$ cat config.mk
export PLATFORM = sky130hd
export DESIGN_NAME = hazard_ctrl_flat
export DESIGN_NICKNAME = d
export VERILOG_FILES = /design/src/rtl/hazard_ctrl_if.sv /design/src/rtl/hazard_ctrl.sv /design/src/flat_wrapper.sv
export SDC_FILE = /design/constraint.sdc
export NUM_CORES = 1
export LEC_CHECK = 0
export ABC_AREA = 1
export ABC_CLOCK_PERIOD_IN_PS = 2050
export BUFFER_PORTS_ARGS = -buffer_cell sky130_fd_sc_hd__buf_2
export CAP_MARGIN = 10
export CORE_ASPECT_RATIO = 1.2
export CORE_MARGIN = 1.5
export CORE_UTILIZATION = 53
export DETAILED_ROUTE_END_ITERATION = 7
export PLACE_DENSITY_LB_ADDON = 0.1
export REMOVE_ABC_BUFFERS = 1
export SYNTH_ARGS = -nofsm -noshare
export SYNTH_HDL_FRONTEND = slang
export SYNTH_SLANG_ARGS = --single-unit
$ cat constraint.sdc
create_clock -name clk -period 2.05 [get_ports clk]
set_input_delay 0.205 -clock clk [delete_from_list [all_inputs] [get_ports clk]]
set_output_delay 0.205 -clock clk [all_outputs]
set_load 0.1 [all_outputs]
$ cat src/rtl/hazard_ctrl_if.sv
// Signal bundle between the pipeline datapath (master) and the hazard controller (slave).
interface hazard_ctrl_if #(
  parameter int unsigned ASIZE = 5,
  parameter int unsigned CSIZE = 16
);
  logic [ASIZE-1:0] id_rs1;
  logic [ASIZE-1:0] id_rs2;
  logic             id_uses_rs2;
  logic [ASIZE-1:0] exe_waddr;
  logic             exe_wen;
  logic             exe_mem_read;
  logic [ASIZE-1:0] mem_waddr;
  logic             mem_wen;
  logic             ex_branch_taken;
  logic             ext_stall;

  logic             pc_en;
  logic             if_id_en;
  logic             if_id_flush;
  logic             id_exe_en;
  logic             id_exe_bubble;
  logic [1:0]       fwd_a;
  logic [1:0]       fwd_b;
  logic [CSIZE-1:0] stall_cnt;
  logic [CSIZE-1:0] flush_cnt;

  modport master (
    output id_rs1, id_rs2, id_uses_rs2, exe_waddr, exe_wen, exe_mem_read,
           mem_waddr, mem_wen, ex_branch_taken, ext_stall,
    input  pc_en, if_id_en, if_id_flush, id_exe_en, id_exe_bubble,
           fwd_a, fwd_b, stall_cnt, flush_cnt
  );

  modport slave (
    input  id_rs1, id_rs2, id_uses_rs2, exe_waddr, exe_wen, exe_mem_read,
           mem_waddr, mem_wen, ex_branch_taken, ext_stall,
    output pc_en, if_id_en, if_id_flush, id_exe_en, id_exe_bubble,
           fwd_a, fwd_b, stall_cnt, flush_cnt
  );
endinterface

$ cat src/rtl/hazard_ctrl.sv
// Pipeline hazard controller: load-use bubbles, branch flushes, external-wait freeze,
// registered forwarding selects and saturating stall/flush counters.
module hazard_ctrl #(
  parameter int unsigned ASIZE = 5,
  parameter int unsigned CSIZE = 16
) (
  input logic          clk,
  input logic          rst_n,
  hazard_ctrl_if.slave hz
);

  localparam logic [1:0] RUN      = 2'd0;
  localparam logic [1:0] LU_STALL = 2'd1;
  localparam logic [1:0] FREEZE   = 2'd2;

  localparam logic [1:0] FWD_RF  = 2'b00;
  localparam logic [1:0] FWD_EXE = 2'b01;
  localparam logic [1:0] FWD_MEM = 2'b10;

  localparam logic [ASIZE-1:0] REG_ZERO = '0;
  localparam logic [CSIZE-1:0] CNT_MAX  = '1;
  localparam logic [CSIZE-1:0] CNT_ONE  = {{(CSIZE-1){1'b0}}, 1'b1};

  logic [1:0]       r_state;
  logic [1:0]       w_state_nxt;
  logic [1:0]       r_fwd_a;
  logic [1:0]       r_fwd_b;
  logic [1:0]       w_sel_a;
  logic [1:0]       w_sel_b;
  logic [CSIZE-1:0] r_stall_cnt;
  logic [CSIZE-1:0] r_flush_cnt;

  logic w_exe_fwd_ok;
  logic w_mem_fwd_ok;
  logic w_lu_hit;
  logic w_freeze;
  logic w_flush;
  logic w_stall;

  assign w_exe_fwd_ok = hz.exe_wen & (hz.exe_waddr != REG_ZERO);
  assign w_mem_fwd_ok = hz.mem_wen & (hz.mem_waddr != REG_ZERO);

  assign w_lu_hit = w_exe_fwd_ok & hz.exe_mem_read &
                    ((hz.exe_waddr == hz.id_rs1) |
                     (hz.id_uses_rs2 & (hz.exe_waddr == hz.id_rs2)));

  // Priority: external wait, then taken branch, then load-use. In LU_STALL the EXE
  // stage already holds the bubble, so a lingering lu_hit must not stall again.
  assign w_freeze = hz.ext_stall;
  assign w_flush  = ~hz.ext_stall & hz.ex_branch_taken;
  assign w_stall  = ~hz.ext_stall & ~hz.ex_branch_taken & w_lu_hit & (r_state != LU_STALL);

  always_comb begin
    w_sel_a = FWD_RF;
    if (w_exe_fwd_ok && (hz.exe_waddr == hz.id_rs1)) begin
      w_sel_a = FWD_EXE;
    end else if (w_mem_fwd_ok && (hz.mem_waddr == hz.id_rs1)) begin
      w_sel_a = FWD_MEM;
    end
  end

  always_comb begin
    w_sel_b = FWD_RF;
    if (hz.id_uses_rs2) begin
      if (w_exe_fwd_ok && (hz.exe_waddr == hz.id_rs2)) begin
        w_sel_b = FWD_EXE;
      end else if (w_mem_fwd_ok && (hz.mem_waddr == hz.id_rs2)) begin
        w_sel_b = FWD_MEM;
      end
    end
  end

  always_comb begin
    w_state_nxt = RUN;
    if (w_freeze) begin
      w_state_nxt = FREEZE;
    end else if (w_stall) begin
      w_state_nxt = LU_STALL;
    end
  end

  // Reset is applied combinationally too so the pipe is held the instant rst_n drops.
  always_comb begin
    hz.pc_en         = 1'b1;
    hz.if_id_en      = 1'b1;
    hz.if_id_flush   = 1'b0;
    hz.id_exe_en     = 1'b1;
    hz.id_exe_bubble = 1'b0;
    if (!rst_n) begin
      hz.pc_en         = 1'b0;
      hz.if_id_en      = 1'b0;
      hz.if_id_flush   = 1'b1;
      hz.id_exe_bubble = 1'b1;
    end else if (w_freeze) begin
      hz.pc_en     = 1'b0;
      hz.if_id_en  = 1'b0;
      hz.id_exe_en = 1'b0;
    end else if (w_flush) begin
      hz.if_id_flush   = 1'b1;
      hz.id_exe_bubble = 1'b1;
    end else if (w_stall) begin
      hz.pc_en         = 1'b0;
      hz.if_id_en      = 1'b0;
      hz.id_exe_bubble = 1'b1;
    end
  end

  always_ff @(posedge clk or negedge rst_n) begin
    if (!rst_n) begin
      r_state     <= RUN;
      r_fwd_a     <= FWD_RF;
      r_fwd_b     <= FWD_RF;
      r_stall_cnt <= '0;
      r_flush_cnt <= '0;
    end else begin
      r_state <= w_state_nxt;
      if (!w_freeze) begin
        if (w_flush || w_stall) begin
          r_fwd_a <= FWD_RF;
          r_fwd_b <= FWD_RF;
        end else begin
          r_fwd_a <= w_sel_a;
          r_fwd_b <= w_sel_b;
        end
      end
      if (w_flush && (r_flush_cnt != CNT_MAX)) begin
        r_flush_cnt <= r_flush_cnt + CNT_ONE;
      end
      if (w_stall && (r_stall_cnt != CNT_MAX)) begin
        r_stall_cnt <= r_stall_cnt + CNT_ONE;
      end
    end
  end

  assign hz.fwd_a     = r_fwd_a;
  assign hz.fwd_b     = r_fwd_b;
  assign hz.stall_cnt = r_stall_cnt;
  assign hz.flush_cnt = r_flush_cnt;

endmodule

$ cat src/flat_wrapper.sv
// flat-port wrapper written by rule: the top's interface ports become plain ports
module hazard_ctrl_flat 
#(
  parameter int unsigned ASIZE = 5,
  parameter int unsigned CSIZE = 16
)
  (clk, rst_n, hz_id_rs1, hz_id_rs2, hz_id_uses_rs2, hz_exe_waddr, hz_exe_wen, hz_exe_mem_read, hz_mem_waddr, hz_mem_wen, hz_ex_branch_taken, hz_ext_stall, hz_pc_en, hz_if_id_en, hz_if_id_flush, hz_id_exe_en, hz_id_exe_bubble, hz_fwd_a, hz_fwd_b, hz_stall_cnt, hz_flush_cnt);
  hazard_ctrl_if #(.ASIZE(ASIZE), .CSIZE(CSIZE)) hz_i ();
  input logic clk;
  input logic rst_n;
  input wire logic [$bits(hz_i.id_rs1)-1:0] hz_id_rs1;
  input wire logic [$bits(hz_i.id_rs2)-1:0] hz_id_rs2;
  input wire logic [$bits(hz_i.id_uses_rs2)-1:0] hz_id_uses_rs2;
  input wire logic [$bits(hz_i.exe_waddr)-1:0] hz_exe_waddr;
  input wire logic [$bits(hz_i.exe_wen)-1:0] hz_exe_wen;
  input wire logic [$bits(hz_i.exe_mem_read)-1:0] hz_exe_mem_read;
  input wire logic [$bits(hz_i.mem_waddr)-1:0] hz_mem_waddr;
  input wire logic [$bits(hz_i.mem_wen)-1:0] hz_mem_wen;
  input wire logic [$bits(hz_i.ex_branch_taken)-1:0] hz_ex_branch_taken;
  input wire logic [$bits(hz_i.ext_stall)-1:0] hz_ext_stall;
  output wire logic [$bits(hz_i.pc_en)-1:0] hz_pc_en;
  output wire logic [$bits(hz_i.if_id_en)-1:0] hz_if_id_en;
  output wire logic [$bits(hz_i.if_id_flush)-1:0] hz_if_id_flush;
  output wire logic [$bits(hz_i.id_exe_en)-1:0] hz_id_exe_en;
  output wire logic [$bits(hz_i.id_exe_bubble)-1:0] hz_id_exe_bubble;
  output wire logic [$bits(hz_i.fwd_a)-1:0] hz_fwd_a;
  output wire logic [$bits(hz_i.fwd_b)-1:0] hz_fwd_b;
  output wire logic [$bits(hz_i.stall_cnt)-1:0] hz_stall_cnt;
  output wire logic [$bits(hz_i.flush_cnt)-1:0] hz_flush_cnt;
  assign hz_i.id_rs1 = hz_id_rs1;
  assign hz_i.id_rs2 = hz_id_rs2;
  assign hz_i.id_uses_rs2 = hz_id_uses_rs2;
  assign hz_i.exe_waddr = hz_exe_waddr;
  assign hz_i.exe_wen = hz_exe_wen;
  assign hz_i.exe_mem_read = hz_exe_mem_read;
  assign hz_i.mem_waddr = hz_mem_waddr;
  assign hz_i.mem_wen = hz_mem_wen;
  assign hz_i.ex_branch_taken = hz_ex_branch_taken;
  assign hz_i.ext_stall = hz_ext_stall;
  assign hz_pc_en = hz_i.pc_en;
  assign hz_if_id_en = hz_i.if_id_en;
  assign hz_if_id_flush = hz_i.if_id_flush;
  assign hz_id_exe_en = hz_i.id_exe_en;
  assign hz_id_exe_bubble = hz_i.id_exe_bubble;
  assign hz_fwd_a = hz_i.fwd_a;
  assign hz_fwd_b = hz_i.fwd_b;
  assign hz_stall_cnt = hz_i.stall_cnt;
  assign hz_flush_cnt = hz_i.flush_cnt;
  hazard_ctrl #(.ASIZE(ASIZE), .CSIZE(CSIZE)) u_core (.clk(clk), .rst_n(rst_n), .hz(hz_i));
endmodule
==> results_dict.tcl, run 1 <==
set metrics [dict create \
    outcome "complete, no violations" \
    power_frac_comb 0.365 \
    num_rows 27 \
    final-max-slew-violation-count 0 \
    yosysSeqAreaShare 0.367 \
    synthCells 376 \
    wl_per_cell_microns 12.0 \
    avgSynthCellArea_sq_um 6.89 \
    crit_slowest_cell "buf_2" \
    start_util 0.560 \
    ys_ff_latch 38 \
    crit_start "u_core.r_state[1]$_DFF_PN0_" \
    synth_ff_type "dfrtp_1" \
    leakagePower_uw 0.00172 \
    totalWireLength_mm 6.08 \
    clock_path_buffers 2 \
    grt_antenna_before_repair 0 \
    grt_pass1_vias 2423 \
    die_x_microns 66.8 \
    grt_max_degree 39 \
    grt_pass1_wl_mm 10.3 \
    cp.depth 6 \
    fillCellCount 416 \
    hpwl_mm 4.56 \
    switching_power_uw 1150 \
    placed_area_sq_um 3000 \
    vias_per_cell 5.03 \
    core_sq_um 4630 \
    grt_usage 0.249 \
    syn_area_sq_um 2590 \
    crit_path_start_kind "register" \
    crit_path_max_fanout 6 \
    cpPeakStageDelay_ns 0.44 \
    drtIter0Drc 126 \
    crit_path_end "hz_pc_en" \
    postSynth.asyncResetShare 1.00 \
    internal_power_uw 1480 \
    pre_cts_slack_ns 0.110 \
    p_sw_frac 0.437 \
    drc 0 \
    path_buf_inv 2 \
    final_common_cell "nand2_1" \
    dieArea_sq_um 5320 \
    path_delay_family "simple AND/OR/NAND/NOR gates" \
    max_slew_margin 0.623 \
    globalRouteOverflowTotal 0 \
    postCtsHoldBufs 0 \
    mostFrequentLayoutCells "nand2_1, buf_2, nor2_1" \
    root_buffer "clkbuf_8" \
    hp-class "primary input to asynchronous set/reset pin" \
    worst-endpoint-arrival_ns 1.71 \
    crit_top_cell "nor2_1" \
    r2r_start "u_core.hz.stall_cnt[0]$_DFFE_PN0P_" \
    io_buffers 68 \
    synth_edf_count 0 \
    setup_viol 0 \
    seq_area_sq_um 951 \
    rsz0062_at_grt "false" \
    stdcell_area_sq_um 3140 \
    gp_congestion 0.880 \
    r2r_setup_slack_ns 0.23 \
    critPathCaptureType "output pin" \
    cts_tree "yes" \
    fin_crit_ns 1.92 \
    die_h_microns 79.6 \
    critical_path.cell_chain "nor2_1 > nor3_4 > nand2_1 > inv_1 > nor2_1 > buf_2" \
    cts_max_level 2 \
    cts_made_buffers 5 \
    clk_pin_slew_ns 0.08 \
    yosysWarnings 0 \
    ir_worst_vdd_v 0.000812 \
    drive_gt1_frac 0.207 \
    seqPwrFrac 0.345 \
    ant_nets 0 \
    report.final.hold_viol_count 0 \
    cp_data_required_time_ns 1.85 \
    dr.pass1.iters 4 \
    pwr_density_cell_nw_per_um2 838 \
    diodes 0 \
    fin_skew_ns 0.00495 \
    multi_input_area_sq_um 1420 \
    postCtsSetupBuffers 0 \
    syn_to_final_growth_pct 21.3 \
    synth_cell_types 24 \
    period_share 0.934 \
    ios 69 \
    pwr-share-clk 0.290 \
    maxCapViolations 0 \
    clkSinkCount 38 \
    timing.rr.end "u_core.hz.stall_cnt[6]$_DFFE_PN0P_" \
    worstSetupPathType "register to output pin" \
    nets 478 \
    fin_ws_ns 0.135 \
    fmax_mhz 522 \
    tightest_slew_ns 0.561 \
    r2r_cells 9 \
    fin_setup_tns_ns 0 \
    num_vias 2551 \
    clk_latency_ns 0.29 \
]
## worst min path at each step
stage | start | end | slack, ns
CTS | rst_n | u_core.hz.fwd_b[1]$_DFFE_PN0N_ | 0.06
detailed placement | rst_n | u_core.hz.flush_cnt[4]$_DFFE_PN0P_ | 0.37
finish | rst_n | u_core.hz.stall_cnt[14]$_DFFE_PN0P_ | 0.04
global route | rst_n | u_core.hz.flush_cnt[5]$_DFFE_PN0P_ | 0.09
global placement | rst_n | u_core.hz.flush_cnt[8]$_DFFE_PN0P_ | 0.37
floorplan | rst_n | u_core.hz.flush_cnt[0]$_DFFE_PN0P_ | -0.09
## power by group through the flow
stage	sequential, uW	clock (uW)	combinational (uW)
floorplan	1430	0	242
global placement	920	0	948
detailed placement	920	0	963
CTS	905	781	967
global route	922	816	1020
finish	907	763	962
## registers in the layout, indices dropped and copies added, names as in the netlist
register and cells:
u_core.r_state 2, u_core.hz.stall_cnt 16, u_core.hz.flush_cnt 16, u_core.hz.fwd_a 2, u_core.hz.fwd_b 2
## cells in the mapped netlist (3+ instances only)
| library cell | n | share of area |
|---|---|---|
| xnor2_1 | 13 | 0.044 |
| inv_1 | 43 | 0.062 |
| nand4_1 | 23 | 0.056 |
| nand3_1 | 23 | 0.044 |
| inv_2 | 3 | 0.0043 |
| dfrtp_1 | 38 | 0.37 |
| o21ai_0 | 8 | 0.015 |
| nor2_1 | 44 | 0.064 |
| nand2_1 | 136 | 0.20 |
| buf_2 | 4 | 0.0077 |
| nor3_1 | 8 | 0.015 |
| xor2_1 | 16 | 0.054 |
## layer usage
layer	vias up	global-route usage	wire [microns]
li1	1325	-	-
met1	1141	0.308	2730
met2	81	0.437	2990
met3	4	0.0522	332
met4	0	0.0612	33
met5	-	0	0
## metrics by stage
step | std cells | util | total power (uW) | hold WS [ns]
after floorplan | 369 | - | 1680 | -0.0906
after global placement | 499 | 0.649 | 1870 | 0.373
after detailed placement | 499 | 0.649 | 1880 | 0.374
after CTS | 507 | 0.678 | 2650 | 0.0561
after global routing | 507 | 0.679 | 2760 | 0.0878
final | 507 | 0.679 | 2630 | 0.0361
## final cells by class
type | instances | area share
Sequential cell | 38 | 0.303
Timing Repair Buffer | 72 | 0.123
Clock buffer | 5 | 0.0219
Multi-Input combinational cell | 285 | 0.453
Clock inverter | 3 | 0.0219
Tap cell | 58 | 0.0231
Inverter | 46 | 0.0550
## kinds of logic (layout without fill, tap and decap cells)
kind of cell / count (synthesis) / after routing / share of synthesized area
xor+xnor: 29 / 29 / 0.0981
fa+ha+maj: 2 / 2 / 0.00966
buf+inv: 53 / 126 / 0.0845
flops: 38 / 38 / 0.367
simple gates: 244 / 244 / 0.420
compound gates: 10 / 10 / 0.0203
## repair_timing
action,CTS,global route
endpoints found under the setup margin,0,11
resized for setup,0,1
hold endpoints to repair,0,0
Note: power is estimated with default switching activity, not from simulation.
==> run 2: changes to the inputs <==
- CORE_ASPECT_RATIO: 1.2 -> 0.75
- CORE_UTILIZATION: 53 -> 55
- CTS_BUF_LIST: unset -> sky130_fd_sc_hd__clkbuf_4 sky130_fd_sc_hd__clkbuf_8
==> results_dict.tcl, run 2 (synthesis results as in run 1) <==
set metrics [dict create \
    outcome "complete, no violations" \
    worstSetupPathType "register to output pin" \
    critical_path.cell_chain "nor2_1 > nor3_4 > nand2_1 > inv_1 > nor2_1 > buf_2" \
    final_common_cell "nand2_1" \
    fin_skew_ns 0.00865 \
    diodes 0 \
    final-max-slew-violation-count 0 \
    dieArea_sq_um 5130 \
    crit_path_start_kind "register" \
    path_buf_inv 2 \
    ir_worst_vdd_v 0.000692 \
    root_buffer "clkbuf_8" \
    ant_nets 0 \
    drive_gt1_frac 0.206 \
    cts_made_buffers 5 \
    wl_per_cell_microns 11.9 \
    grt_max_degree 36 \
    postCtsSetupBuffers 0 \
    seq_area_sq_um 951 \
    setup_viol 0 \
    place_inst 500 \
    syn_to_final_growth_pct 19.9 \
    period_share 0.927 \
    die_h_microns 62.4 \
    rsz0062_at_grt "false" \
    core_sq_um 4490 \
    hp-class "primary input to register" \
    dr.pass1.iters 5 \
    drtIter0Drc 139 \
    cts_max_level 2 \
    cpPeakStageDelay_ns 0.44 \
    pwr_density_cell_nw_per_um2 761 \
    clock_path_buffers 2 \
    grt_usage 0.255 \
    fin_crit_ns 1.90 \
    finish.utilization 0.691 \
    start_util 0.576 \
    ios 69 \
    fin_ws_ns 0.150 \
    drc 0 \
    vias_per_cell 5.10 \
    critPathCaptureType "output pin" \
    grt_pass1_wl_mm 10.4 \
    grt_antenna_before_repair 0 \
    gp_congestion 0.866 \
    cp_data_required_time_ns 1.85 \
    fmax_mhz 526 \
    multi_input_area_sq_um 1420 \
    maxCapViolations 0 \
    pre_cts_slack_ns 0.254 \
    leakagePower_uw 0.00171 \
    io_buffers 68 \
    clk_pin_slew_ns 0.07 \
    max_slew_margin 0.648 \
    num_rows 21 \
    tightest_slew_ns 0.525 \
    fin_cells 508 \
    die_x_microns 82.2 \
    cts_tree "yes" \
    crit_top_cell "nor2_1" \
    globalRouteOverflowTotal 0 \
    report.final.hold_viol_count 0 \
    grt_pass1_vias 2282 \
    crit_slowest_cell "buf_2" \
    totalWireLength_mm 6.02 \
    fillCellCount 380 \
    mostFrequentLayoutCells "nand2_1, buf_2, nor2_1" \
    nets 481 \
    num_vias 2590 \
    worst-endpoint-arrival_ns 1.69 \
    clkSinkCount 38 \
    power.total_uw 2360 \
    crit_path_max_fanout 6 \
    cts.repair.resized 0 \
    path_delay_family "simple AND/OR/NAND/NOR gates" \
    clk_latency_ns 0.29 \
    hpwl_mm 4.71 \
]
[run 2: layout make-up]
cell class | count | area share
well taps | 57 | 0.0230
multi-input cells | 285 | 0.457
repair buffers | 75 | 0.132
flip-flops and latches | 38 | 0.306
clock buffers | 5 | 0.0222
clock inverters | 2 | 0.00322
inverters | 46 | 0.0556
[run 2: through the flow]
stage          hold WS (ns)  area [sq um]  setup TNS (ns)
5_1_grt               0.238          3100               0
3_5_place_dp         0.0492          3020               0
6_report              0.214          3100               0
3_3_place_gp         0.0485          3020               0
2_1_floorplan       -0.0906          2540          -12.44
4_1_cts               0.215          3100               0
[run 2: path summary, 6_finish.rpt]
path | cells past startpoint | startpoint | to | slack, ns
worst min-delay path | 2 | hz_ext_stall | u_core.r_state[1]$_DFF_PN0_ | 0.21
max in group asynchronous | 3 | rst_n | u_core.hz.flush_cnt[10]$_DFFE_PN0P_ | 1.03
min in group asynchronous | 2 | rst_n | u_core.hz.fwd_a[1]$_DFFE_PN0N_ | 0.34
worst max-delay path | 6 | u_core.r_state[1]$_DFF_PN0_ | hz_pc_en | 0.15
worst min register to register | 2 | u_core.hz.fwd_a[0]$_DFFE_PN0N_ | u_core.hz.fwd_a[0]$_DFFE_PN0N_ | 0.50
worst max register to register | 9 | u_core.hz.stall_cnt[0]$_DFFE_PN0P_ | u_core.hz.stall_cnt[1]$_DFFE_PN0P_ | 0.21
[run 2: layer usage]
| layer | routed length (microns) | share of wire | vias to the layer above | track usage |
|---|---|---|---|---|
| met1 | 2930 | 0.49 | 1151 | 0.381 |
| li1 | - | - | 1330 | - |
| met5 | 0 | 0 | - | 0 |
| met4 | 41 | 0.0068 | 0 | 0.0360 |
| met3 | 449 | 0.075 | 8 | 0.0555 |
| met2 | 2600 | 0.43 | 101 | 0.384 |
[run 2: timing repair]
action                     4_1_cts  5_1_grt
hold endpoints to repair         3        0
hold buffers                     1        0
setup endpoints to repair        0        0
[run 2: power by group]
group / switching [uW] / total [uW] / internal [uW]
clock network: 257 / 485 / 228
logic: 791 / 965 / 174
registers: 88.3 / 911 / 822
total: 1140 / 2360 / 1220
==> run 3: changes to the inputs <==
- ABC_AREA: 1 -> unset
- CELL_PAD_IN_SITES_DETAIL_PLACEMENT: unset -> 2
- CELL_PAD_IN_SITES_GLOBAL_PLACEMENT: unset -> 2
- CORE_UTILIZATION: 55 -> 32
- SKIP_LAST_GASP: unset -> 1
==> results_dict.tcl, run 3 <==
set metrics [dict create \
    outcome "complete, no violations" \
    maxCapViolations 0 \
    r2r_cells 6 \
    nets 330 \
    rsz0062_at_grt "true" \
    synth_ff_type "dfrtp_1" \
    synth_top_area_share 0.456 \
    cp_data_required_time_ns 1.85 \
    grt_max_degree 17 \
    worstSetupPathType "primary input to output pin" \
    cts_tree "yes" \
    fin_crit_ns 1.98 \
    timing.rr.end "u_core.hz.stall_cnt[1]$_DFFE_PN0P_" \
    fin_hold_ws_ns 0.235 \
    crit_path_start_kind "primary input" \
    clk_latency_ns 0.30 \
    leakagePower_uw 0.00143 \
    hp-class "primary input to register" \
    io_buffers 68 \
    min-delay-start "hz_ext_stall" \
    num_vias 1897 \
    root_buffer "clkbuf_8" \
    holdPathStages 2 \
    crit_path_max_fanout 3 \
    grt_pass1_vias 2077 \
    syn_to_final_growth_pct 40.2 \
    critPathCaptureType "output pin" \
    setup_viol 0 \
    place_inst 370 \
    ir_worst_vdd_v 0.000506 \
    synth_edf_count 0 \
    r2r_start "u_core.hz.stall_cnt[0]$_DFFE_PN0P_" \
    clkSinkCount 38 \
    worst-endpoint-arrival_ns 1.77 \
    drtIter0Drc 61 \
    grt_pass1_wl_mm 11.1 \
    hpwl_mm 5.29 \
    drive_gt1_frac 0.409 \
    ys_ff_latch 38 \
    vias_per_cell 4.97 \
    clk_pin_slew_ns 0.07 \
    report.final.hold_viol_count 0 \
    cts_max_level 2 \
    ios 69 \
    fin_cells 382 \
    dr.pass1.iters 4 \
    final_common_cell "buf_2" \
    synth_area_leaders "dfrtp_1, xnor2_1, xor2_1" \
    num_rows 25 \
    r2r_setup_slack_ns 0.09 \
    postSynth.asyncResetShare 1.00 \
    globalRouteOverflowTotal 0 \
    synth_cell_types 41 \
    yosysWarnings 0 \
    syn_area_sq_um 2090 \
    mostFrequentLayoutCells "buf_2, dfrtp_1, buf_4" \
    fmax_mhz 505 \
    final-max-slew-violation-count 0 \
    die_x_microns 96.3 \
    synth_common_cells "dfrtp_1, xnor2_1, nand4_1, xor2_1, nand3_1" \
    fin_skew_ns 0.00972 \
    yosysSeqAreaShare 0.456 \
    pwr_density_cell_nw_per_um2 833 \
    yosysMostFrequentCell "dfrtp_1" \
    max_slew_margin 0.631 \
    worst_hold_path.endpoint "u_core.r_state[1]$_DFF_PN0_" \
    die_h_microns 72.9 \
    avgSynthCellArea_sq_um 10.6 \
    grt_usage 0.212 \
    core_sq_um 6290 \
    synthCells 196 \
    drc 0 \
    diodes 0 \
    grt_antenna_before_repair 0 \
    cts_made_buffers 5 \
    totalWireLength_mm 6.66 \
    synth_area_leader_cell "dfrtp_1" \
    wl_per_cell_microns 17.4 \
    clock_path_buffers 2 \
    tightest_slew_ns 0.552 \
    start_util 0.332 \
    gp_congestion 0.786 \
    ant_nets 0 \
    dieArea_sq_um 7020 \
    period_share 0.966 \
]
[run 3: cell types whose count changed in the layout (fill, tap and decap cells not counted), sizes merged, moves of 5 or more]
cell	before	now
inv	46	3
nor2	46	7
buf	74	99
a21oi	1	6
and3	0	10
nand2	138	13
nand4	23	15
nand3	26	16
xnor2	13	31
nor3	10	5
[run 3: worst max path at each step]
stage                                     start                to  slack (ns)  depth (start not counted)
finish                          hz_exe_waddr[0]  hz_id_exe_bubble        0.07                          7
global route                    hz_exe_waddr[1]  hz_id_exe_bubble       0.003                          8
CTS                 u_core.r_state[0]$_DFF_PN0_  hz_id_exe_bubble        0.04                          6
detailed placement              hz_exe_waddr[0]  hz_id_exe_bubble       -0.08                          7
global placement                hz_exe_waddr[0]  hz_id_exe_bubble       -0.07                          7
floorplan                       hz_exe_waddr[0]       hz_if_id_en       -3.71                          4
[run 3: worst max-delay path: stages]
cell and delay [ns]:
buf_2 0.13, or4_4 0.55, o21ai_4 0.17, a2111oi_4 0.07, buf_4 0.15, or2_2 0.31, buf_12 0.17
[run 3: area by class of cell]
class / instances / area (sq um)
Inverter: 3 / 11.3
Sequential cell: 38 / 951
Multi-Input combinational cell: 152 / 1120
Tap cell: 81 / 101
Clock buffer: 7 / 83.8
Timing Repair Buffer: 100 / 628
Fill cell: 689 / 3360
Clock inverter: 1 / 30.0
[run 3: cell families after synthesis]
logic type / Yosys count / synth area share
AND/OR/NAND/NOR: 85 / 0.239
XOR/XNOR: 46 / 0.193
flip-flops: 38 / 0.456
AO/OA/AOI/OAI: 16 / 0.0677
buffers and inverters: 6 / 0.0168
multiplexers: 3 / 0.0162
adder cells (fa/ha/maj): 2 / 0.0120
[run 3: layer usage]
metal | wire length (microns) | up-vias | track usage
li1 | - | 910 | -
met3 | 251 | 8 | 0.0438
met1 | 3280 | 942 | 0.304
met4 | 53 | 0 | 0.0490
met5 | 0 | - | 0
met2 | 3070 | 37 | 0.328
[run 3: report_power, final]
part / total, uW / switching (uW) / internal, uW / leakage, uW
clock: 665 / 274 / 391 / 0.0000593
combinational: 879 / 680 / 199 / 0.000858
sequential: 895 / 82.0 / 813 / 0.000511
[run 3: per-stage QoR]
step / setup WS [ns] / power [uW] / TNS (ns) / instance area (sq um) / utilization
floorplan: -3.71 / 1530 / -12.96 / 2060 / -
detailed placement: -0.0768 / 1780 / -0.126 / 2760 / 0.439
CTS: 0.0356 / 2460 / 0 / 2890 / 0.459
global route: 0.00289 / 2550 / 0 / 2930 / 0.465
finish: 0.0700 / 2440 / 0 / 2930 / 0.465
global placement: -0.0674 / 1750 / -0.0674 / 2760 / 0.439
[run 3: what timing repair did]
item,4_1_cts,5_1_grt
endpoints found under the setup margin,3,5
gates resized for setup,1,3
buffers inserted,0,3
pin swaps,1,3
hold buffers,1,0
hold endpoints to repair,10,0
